**config.mk**
```make
export PLATFORM = sky130hd
export DESIGN_NAME = tdm_demux
export DESIGN_NICKNAME = d
export VERILOG_FILES = /design/src/rtl/tdm_pkg.sv /design/src/rtl/tdm_slot_counter.sv /design/src/rtl/tdm_demux.sv
export SDC_FILE = /design/constraint.sdc
export NUM_CORES = 1
export LEC_CHECK = 0
export ABC_AREA = 1
export BUFFER_PORTS_ARGS = -buffer_cell sky130_fd_sc_hd__buf_2
export CAP_MARGIN = 15
export CORE_ASPECT_RATIO = 1.1
export CORE_MARGIN = 2
export CORE_UTILIZATION = 56
export DETAILED_ROUTE_END_ITERATION = 8
export PLACE_DENSITY = 0.85
export SYNTH_ARGS = -nofsm -noshare
export SYNTH_HDL_FRONTEND = slang
export SYNTH_SLANG_ARGS = --single-unit
export TNS_END_PERCENT = 5
```
**constraint.sdc**
```tcl
create_clock -name clk -period 5.7 [get_ports clk]
set_input_delay 0.57 -clock clk [delete_from_list [all_inputs] [get_ports clk]]
set_output_delay 0.57 -clock clk [all_outputs]
set_load 0.02 [all_outputs]
```
**src/rtl/tdm_pkg.sv**
```systemverilog
// Shared types and sizing helpers for the TDM demultiplexer.
package tdm_pkg;

  typedef enum logic {
    HUNT = 1'b0,
    SYNC = 1'b1
  } state_t;

  // Slot counter width; at least one bit so small frames still have a counter.
  function automatic int unsigned slot_w(input int unsigned n_ch);
    return (n_ch <= 1) ? 1 : $clog2(n_ch);
  endfunction

endpackage

```
**src/rtl/tdm_slot_counter.sv**
```systemverilog
// Wrapping slot counter with clear, load-to-1 and increment, plus terminal-count flag.
module tdm_slot_counter
  import tdm_pkg::*;
#(
  parameter int unsigned N_CH = 8
) (
  input  logic                      clk,
  input  logic                      rst,
  input  logic                      i_clr,
  input  logic                      i_load1,
  input  logic                      i_en,
  output logic [slot_w(N_CH)-1:0]   o_slot,
  output logic                      o_tc
);

  localparam int unsigned SW = slot_w(N_CH);

  logic [SW-1:0] r_slot;
  logic          w_tc;

  assign w_tc = (r_slot == SW'(N_CH - 1));

  always_ff @(posedge clk) begin
    if (rst) begin
      r_slot <= '0;
    end else if (i_clr) begin
      r_slot <= '0;
    end else if (i_load1) begin
      r_slot <= SW'(1);
    end else if (i_en) begin
      r_slot <= w_tc ? '0 : r_slot + 1'b1;
    end
  end

  assign o_slot = r_slot;
  assign o_tc   = w_tc;

endmodule

```
**src/rtl/tdm_demux.sv**
```systemverilog
// TDM demultiplexer: routes each beat to its channel register and tracks frame lock.
module tdm_demux
  import tdm_pkg::*;
#(
  parameter int unsigned N_CH = 8,
  parameter int unsigned W    = 8
) (
  input  logic              clk,
  input  logic              rst,
  input  logic              in_valid,
  input  logic [W-1:0]      in_data,
  input  logic              in_sof,
  output logic [N_CH*W-1:0] ch_data,
  output logic [N_CH-1:0]   ch_valid,
  output logic              frame_done,
  output logic              locked,
  output logic              sync_err
);

  localparam int unsigned SW = slot_w(N_CH);

  state_t                    r_state;
  logic [N_CH-1:0][W-1:0]    r_ch;
  logic [N_CH-1:0]           r_ch_valid;
  logic                      r_frame_done;
  logic                      r_sync_err;

  state_t                    w_state_d;
  logic [SW-1:0]             w_slot;
  logic                      w_tc;
  logic                      w_wr;
  logic [SW-1:0]             w_idx;
  logic                      w_clr;
  logic                      w_load1;
  logic                      w_en;
  logic                      w_fd;
  logic                      w_err;

  tdm_slot_counter #(
    .N_CH (N_CH)
  ) u_slot_counter (
    .clk     (clk),
    .rst     (rst),
    .i_clr   (w_clr),
    .i_load1 (w_load1),
    .i_en    (w_en),
    .o_slot  (w_slot),
    .o_tc    (w_tc)
  );

  always_comb begin
    w_state_d = r_state;
    w_wr      = 1'b0;
    w_idx     = '0;
    w_clr     = 1'b0;
    w_load1   = 1'b0;
    w_en      = 1'b0;
    w_fd      = 1'b0;
    w_err     = 1'b0;
    if (in_valid) begin
      unique case (r_state)
        HUNT: begin
          if (in_sof) begin
            w_wr      = 1'b1;
            w_load1   = 1'b1;
            w_state_d = SYNC;
          end
        end
        SYNC: begin
          if (in_sof) begin
            // Early marker realigns onto slot 0 without leaving SYNC.
            w_wr    = 1'b1;
            w_load1 = 1'b1;
            w_err   = (w_slot != '0);
          end else if (w_slot == '0) begin
            w_err     = 1'b1;
            w_clr     = 1'b1;
            w_state_d = HUNT;
          end else begin
            w_wr  = 1'b1;
            w_idx = w_slot;
            w_en  = 1'b1;
            w_fd  = w_tc;
          end
        end
        default: w_state_d = HUNT;
      endcase
    end
  end

  always_ff @(posedge clk) begin
    if (rst) begin
      r_state      <= HUNT;
      r_ch         <= '0;
      r_ch_valid   <= '0;
      r_frame_done <= 1'b0;
      r_sync_err   <= 1'b0;
    end else begin
      r_state      <= w_state_d;
      r_ch_valid   <= '0;
      r_frame_done <= w_fd;
      r_sync_err   <= w_err;
      if (w_wr) begin
        r_ch[w_idx]       <= in_data;
        r_ch_valid[w_idx] <= 1'b1;
      end
    end
  end

  assign ch_data    = r_ch;
  assign ch_valid   = r_ch_valid;
  assign frame_done = r_frame_done;
  assign sync_err   = r_sync_err;
  assign locked     = (r_state == SYNC);

endmodule
```
# == Word-level counts from Yosys, hierarchy flattened ==
# Index checks and enable logic that the tools add are counted.
# W data, S select, Z words.
# totals
register_bits,78
wordCells,56
out_inout_bits,75
input_bits,12
# op_classes
n_eq_ne,1
reduce_logical,9
bitwise_logic,3
addsub,1
mux,26
magnitude_cmp,2
# ops
cell,count
$bwmux W64,1
$demux W8 S3,1
$mux W1,16
$mux W3,5
$mux W8,1
$reduce_or A3 Y1,2
$reduce_or A5 Y1,1
$lt A3 B4 Y1 const B,1
$reduce_or A2 Y1,2
$add A3 B1 Y3 const B,1
$demux W1 S3,1
$eq A3 B3 Y1 const B,1
$ge A3 B1 Y1 const B,1
$logic_not A3 Y1,1
$not A1 Y1,3
$reduce_bool A3 Y1,1
$pmux W1 S2,1
$reduce_bool A2 Y1,1
$logic_and A1 B1 Y1,1

# == Longest topological paths before layout ==
# depth
word_depth,10
depth_mapped,13
depth_no_buf,12

# == Modules after synthesis ==
# Synthesis repeated with hierarchy kept, for this count alone.
# unflattened
hier_cells,446
area_unflattened_um2,3318.2
# modules_own_cells
mod,instances,cells_each,seq_area_each_um2,area_each_um2
tdm_demux,1,422,1501.4,3156.8
tdm_slot_counter,1,24,60.1,161.4

# == Worst setup path before layout ==
# No wires, ideal clock.
# synth_timing
path_type,register to register
startpoint,"reg u_slot_counter.r_slot[0], in the netlist u_slot_counter.o_slot[0]"
endpoint,"reg r_ch, in the netlist ch_data[48]"
path_buffers,1
arrival_ns,1.872
required_time_ns,5.587
slack_ns,3.715
path_stages_with_launch,13
synth_period_minus_slack_ns,1.985
path_cell_list,dfxtp_1 inv_1 ha_1 nand2_2 inv_1 ha_1 nand2_1 nand2_4 nor2_2 buf_2 nand3_1 nand2_1 nor2_1
# synth_via
elab_chain_cells,10
# synth_rtl
element,line_no,rtl
from (decl),tdm_slot_counter.sv:18,logic [SW-1:0] r_slot;
from (signal assigned),tdm_slot_counter.sv:31,r_slot <= w_tc ? '0 : r_slot + 1'b1;
$logic_not A3 Y1,tdm_demux.sv:75,end else if (w_slot == '0) begin
$mux W3,tdm_demux.sv:75,
$mux W3,tdm_demux.sv:70,if (in_sof) begin
$mux W3,tdm_demux.sv:61,unique case (r_state)
$mux W3,tdm_demux.sv:60,if (in_valid) begin
$lt A3 B4 Y1 (implied by the code) / $ge A3 B1 Y1 (equally long branches),tdm_demux.sv:104,r_ch[w_idx] <= in_data;
$logic_and A1 B1 Y1 (implied by the code),tdm_demux.sv:104,
$mux W8 (implied by the code),tdm_demux.sv:104,
$demux W8 S3,tdm_demux.sv:104,
$bwmux W64,tdm_demux.sv:104,
"to (signal, indexed assignment)",tdm_demux.sv:104,
to (decl),tdm_demux.sv:23,logic [N_CH-1:0][W-1:0] r_ch;
# Several ways; a longest one is shown, not always the timed one.
# A chain may end at the register's enable or synchronous reset.

# == Final worst setup path ==
# layout_timing
startpoint,"reg u_slot_counter.r_slot[0], in the netlist u_slot_counter.o_slot[0]"
endpoint,"reg r_ch, in the netlist ch_data[27]"
# Same word-level chain as after synthesis.

==> results_dict.tcl <==
set metrics [dict create \
    slew_violations 0 \
    power_mw 1.03 \
    cp_data_arrival_time_ns 2.73 \
    synth_top_family_by_area "simple AND/OR/NAND/NOR gates" \
    cts_resized 0 \
    end_kind "flop" \
    dr.pass1.iters 6 \
    layout-drive-gt1-share 0.227 \
    critPathMaxStageDelay_ns 0.44 \
    synth.area.top_cells "dfxtp_1 (49%), nor2_1 (16%), nand2_1 (10%)" \
    via_per_inst 5.19 \
    run_status "finished, final reports clean" \
    grt_pass1_wl_um 13100 \
    clock_sinks 78 \
    n_antenna_cell 0 \
    postPlaceCellArea_um2 3650 \
    cts_root_buf "clkbuf_8" \
    num_rows 28 \
    grt_usage 0.258 \
    worst_pin_slew_ns 0.930 \
    initial_core_util 0.589 \
    layout_min_cycle_time_ns 2.44 \
    setup_violations 0 \
    cts_setup_buffers 0 \
    die_width_um 76.1 \
    worstSetupStartpointType "flop" \
    vias 3152 \
    first_iter_violations 272 \
    numCtsBuffers 9 \
    finalNetCount 544 \
    core_um2 5430 \
    muxShareOfSynthArea 0 \
    finalSetupTns_ns 0 \
    final_area_um2 3840 \
    io_buffers 86 \
    finalWirelength_um 8110 \
    p_per_area_nw_per_um2 269 \
    ys_seq_area_frac 0.488 \
    hold_ws_ns 0.459 \
    relSlewSlack 0.378 \
    fin_crit_sh 0.429 \
    synth_xor_area_frac 0 \
    ios 87 \
    gp_congestion 1.04 \
    crit_chain "inv_1 > ha_1 > nand2_2 > inv_1 > ha_1 > nand2_1 > nand2_4 > nor2_4 > inv_1 > nor2_4 > nor2_1 > nor2_1" \
    remaining_drc_errors 0 \
    worstPathMaxFanout 17 \
    synthAdderAreaFrac 0.0196 \
    maxCapViolations 0 \
    fin_skew_ns 0.00578 \
    rsz0062_at_grt "false" \
    grt_max_degree 53 \
    cts_buffer_depth 2 \
    yosysWarnings 0 \
    hp-class "input port to flop" \
    synth_nets 461 \
    place_hpwl_um 5610 \
    cpMaxStageDelayCell "dfxtp_1" \
    postSynthAreaPerCell_um2 7.20 \
    crit_top_cell "inv_1" \
    max-vdd-ir-drop_mv 0.186 \
    synth_cell_types 22 \
    synth-seq-cells 78 \
    synth_simple_gate_area_frac 0.424 \
    synth_top_area_cell "dfxtp_1" \
    synth_cells 444 \
    p_leak_nw 1.93 \
    worstSkewPairLatency_ns 0.35 \
    fin_util 0.706 \
    detail-route-antenna-nets 0 \
    hold_viol_final 0 \
    ctsHoldBuffers 0 \
    path_clk_slew_ns 0.08 \
    dieHeight_um 83.3 \
    worstSetupPathType "flop to flop" \
    fill_cells 452 \
    area_growth_pct 20.0 \
    worstPathRequired_ns 5.98 \
    tritoncts "yes" \
    syn_area_um2 3200 \
    grt_overflow 0 \
    routedWlPerCell_um 13.4 \
    synth_top_cell_area_share 0.488 \
    timing.fmax_ghz 0.409 \
    antenna_found_initial 0 \
    synth-compound-area-share 0.0106 \
    die_area_um2 6330 \
    grt_pass1_vias 2751 \
    htreeDepth 3 \
]
[power breakdown]
part / total, mW / leakage [nW] / switching, mW / internal [mW]
Combinational: 0.0838 / 1.21 / 0.0615 / 0.0223
Clock: 0.391 / 0.0968 / 0.191 / 0.200
Sequential: 0.556 / 0.630 / 0.00480 / 0.552
[worst max-delay path: cells and delay by family (launching register included)]
family,cells,cell delay [ns]
AND/OR/NAND/NOR,7,1.09
flip-flops,1,0.44
buffers and inverters,3,0.44
adder cells (fa/ha/maj),2,0.41
[cells in the final DEF, fill, tap and decap left out]
cell type  instances
a211oi_1           1
a21oi_1            3
a31oi_1            1
buf_2             86
buf_4              1
bufinv_16          1
clkbuf_1           2
clkbuf_8           9
clkinv_1           1
clkinv_2           4
dfxtp_1           78
ha_1               5
inv_1             26
inv_2              2
nand2_1           87
nand2_2            3
nand2_4            2
nand3_1           61
nor2_1           136
nor2_2             5
nor2_4             7
nor3_1             8
nor3_4             1
nor4_1             1
o21ai_0            1
[state kept, by name, summed over array words and instances, names as in the netlist]
| signal | flops |
|---|---|
| ch_valid | 8 |
| frame_done | 1 |
| ch_data | 64 |
| sync_err | 1 |
| locked | 1 |
| u_slot_counter.o_slot | 3 |
[worst paths after layout]
check / slack, ns / cells past startpoint / from / endpoint
setup / recovery: 3.26 / 12 / u_slot_counter.o_slot[0]$_SDFFE_PP0P_ / ch_data[27]$_SDFFE_PP0P_
hold / removal: 0.46 / 3 / in_data[4] / ch_data[60]$_SDFFE_PP0P_
setup reg to reg: 3.26 / 12 / u_slot_counter.o_slot[0]$_SDFFE_PP0P_ / ch_data[27]$_SDFFE_PP0P_
hold reg to reg: 0.48 / 2 / ch_data[37]$_SDFFE_PP0P_ / ch_data[37]$_SDFFE_PP0P_
[cell usage after synthesis, drive strengths merged]
master and number:
ha 5, clkbuf 7, nand3 61, dfxtp 78
a211oi 1, nand2 92, buf 8, nor2 148
nor3 9, a31oi 1, o21ai 1, a21oi 3
nor4 1, inv 29
[logic make-up after synthesis]
| family | count (synthesis) |
|---|---|
| AND/OR/NAND/NOR | 311 |
| flip-flops | 78 |
| buffers and inverters | 44 |
| adder cells (fa/ha/maj) | 5 |
| AO/OA/AOI/OAI | 6 |
[stage by stage]
stage	worst slack, ns	std cells
6_report	3.26	607
5_1_grt	3.04	607
4_1_cts	3.29	607
3_5_place_dp	3.31	591
3_3_place_gp	3.43	591
2_1_floorplan	3.71	444
[cell type report]
cell class,count,area (um^2),area share
tap,75,93.8,0.0245
multi-input combinational,322,1450,0.379
inverter,29,109,0.0284
clock buffer,11,131,0.0342
sequential,78,1560,0.407
clock inverter,5,50.0,0.0130
timing repair buffer,87,438,0.114
[metal layers]
layer	vias up	global-route usage	part of all wire
li1	1555	-	-
met3	18	0.0576	0.084
met5	-	0	0
met1	1419	0.325	0.41
met4	0	0.126	0.022
met2	160	0.418	0.48
(Power assumes the default switching activity.)
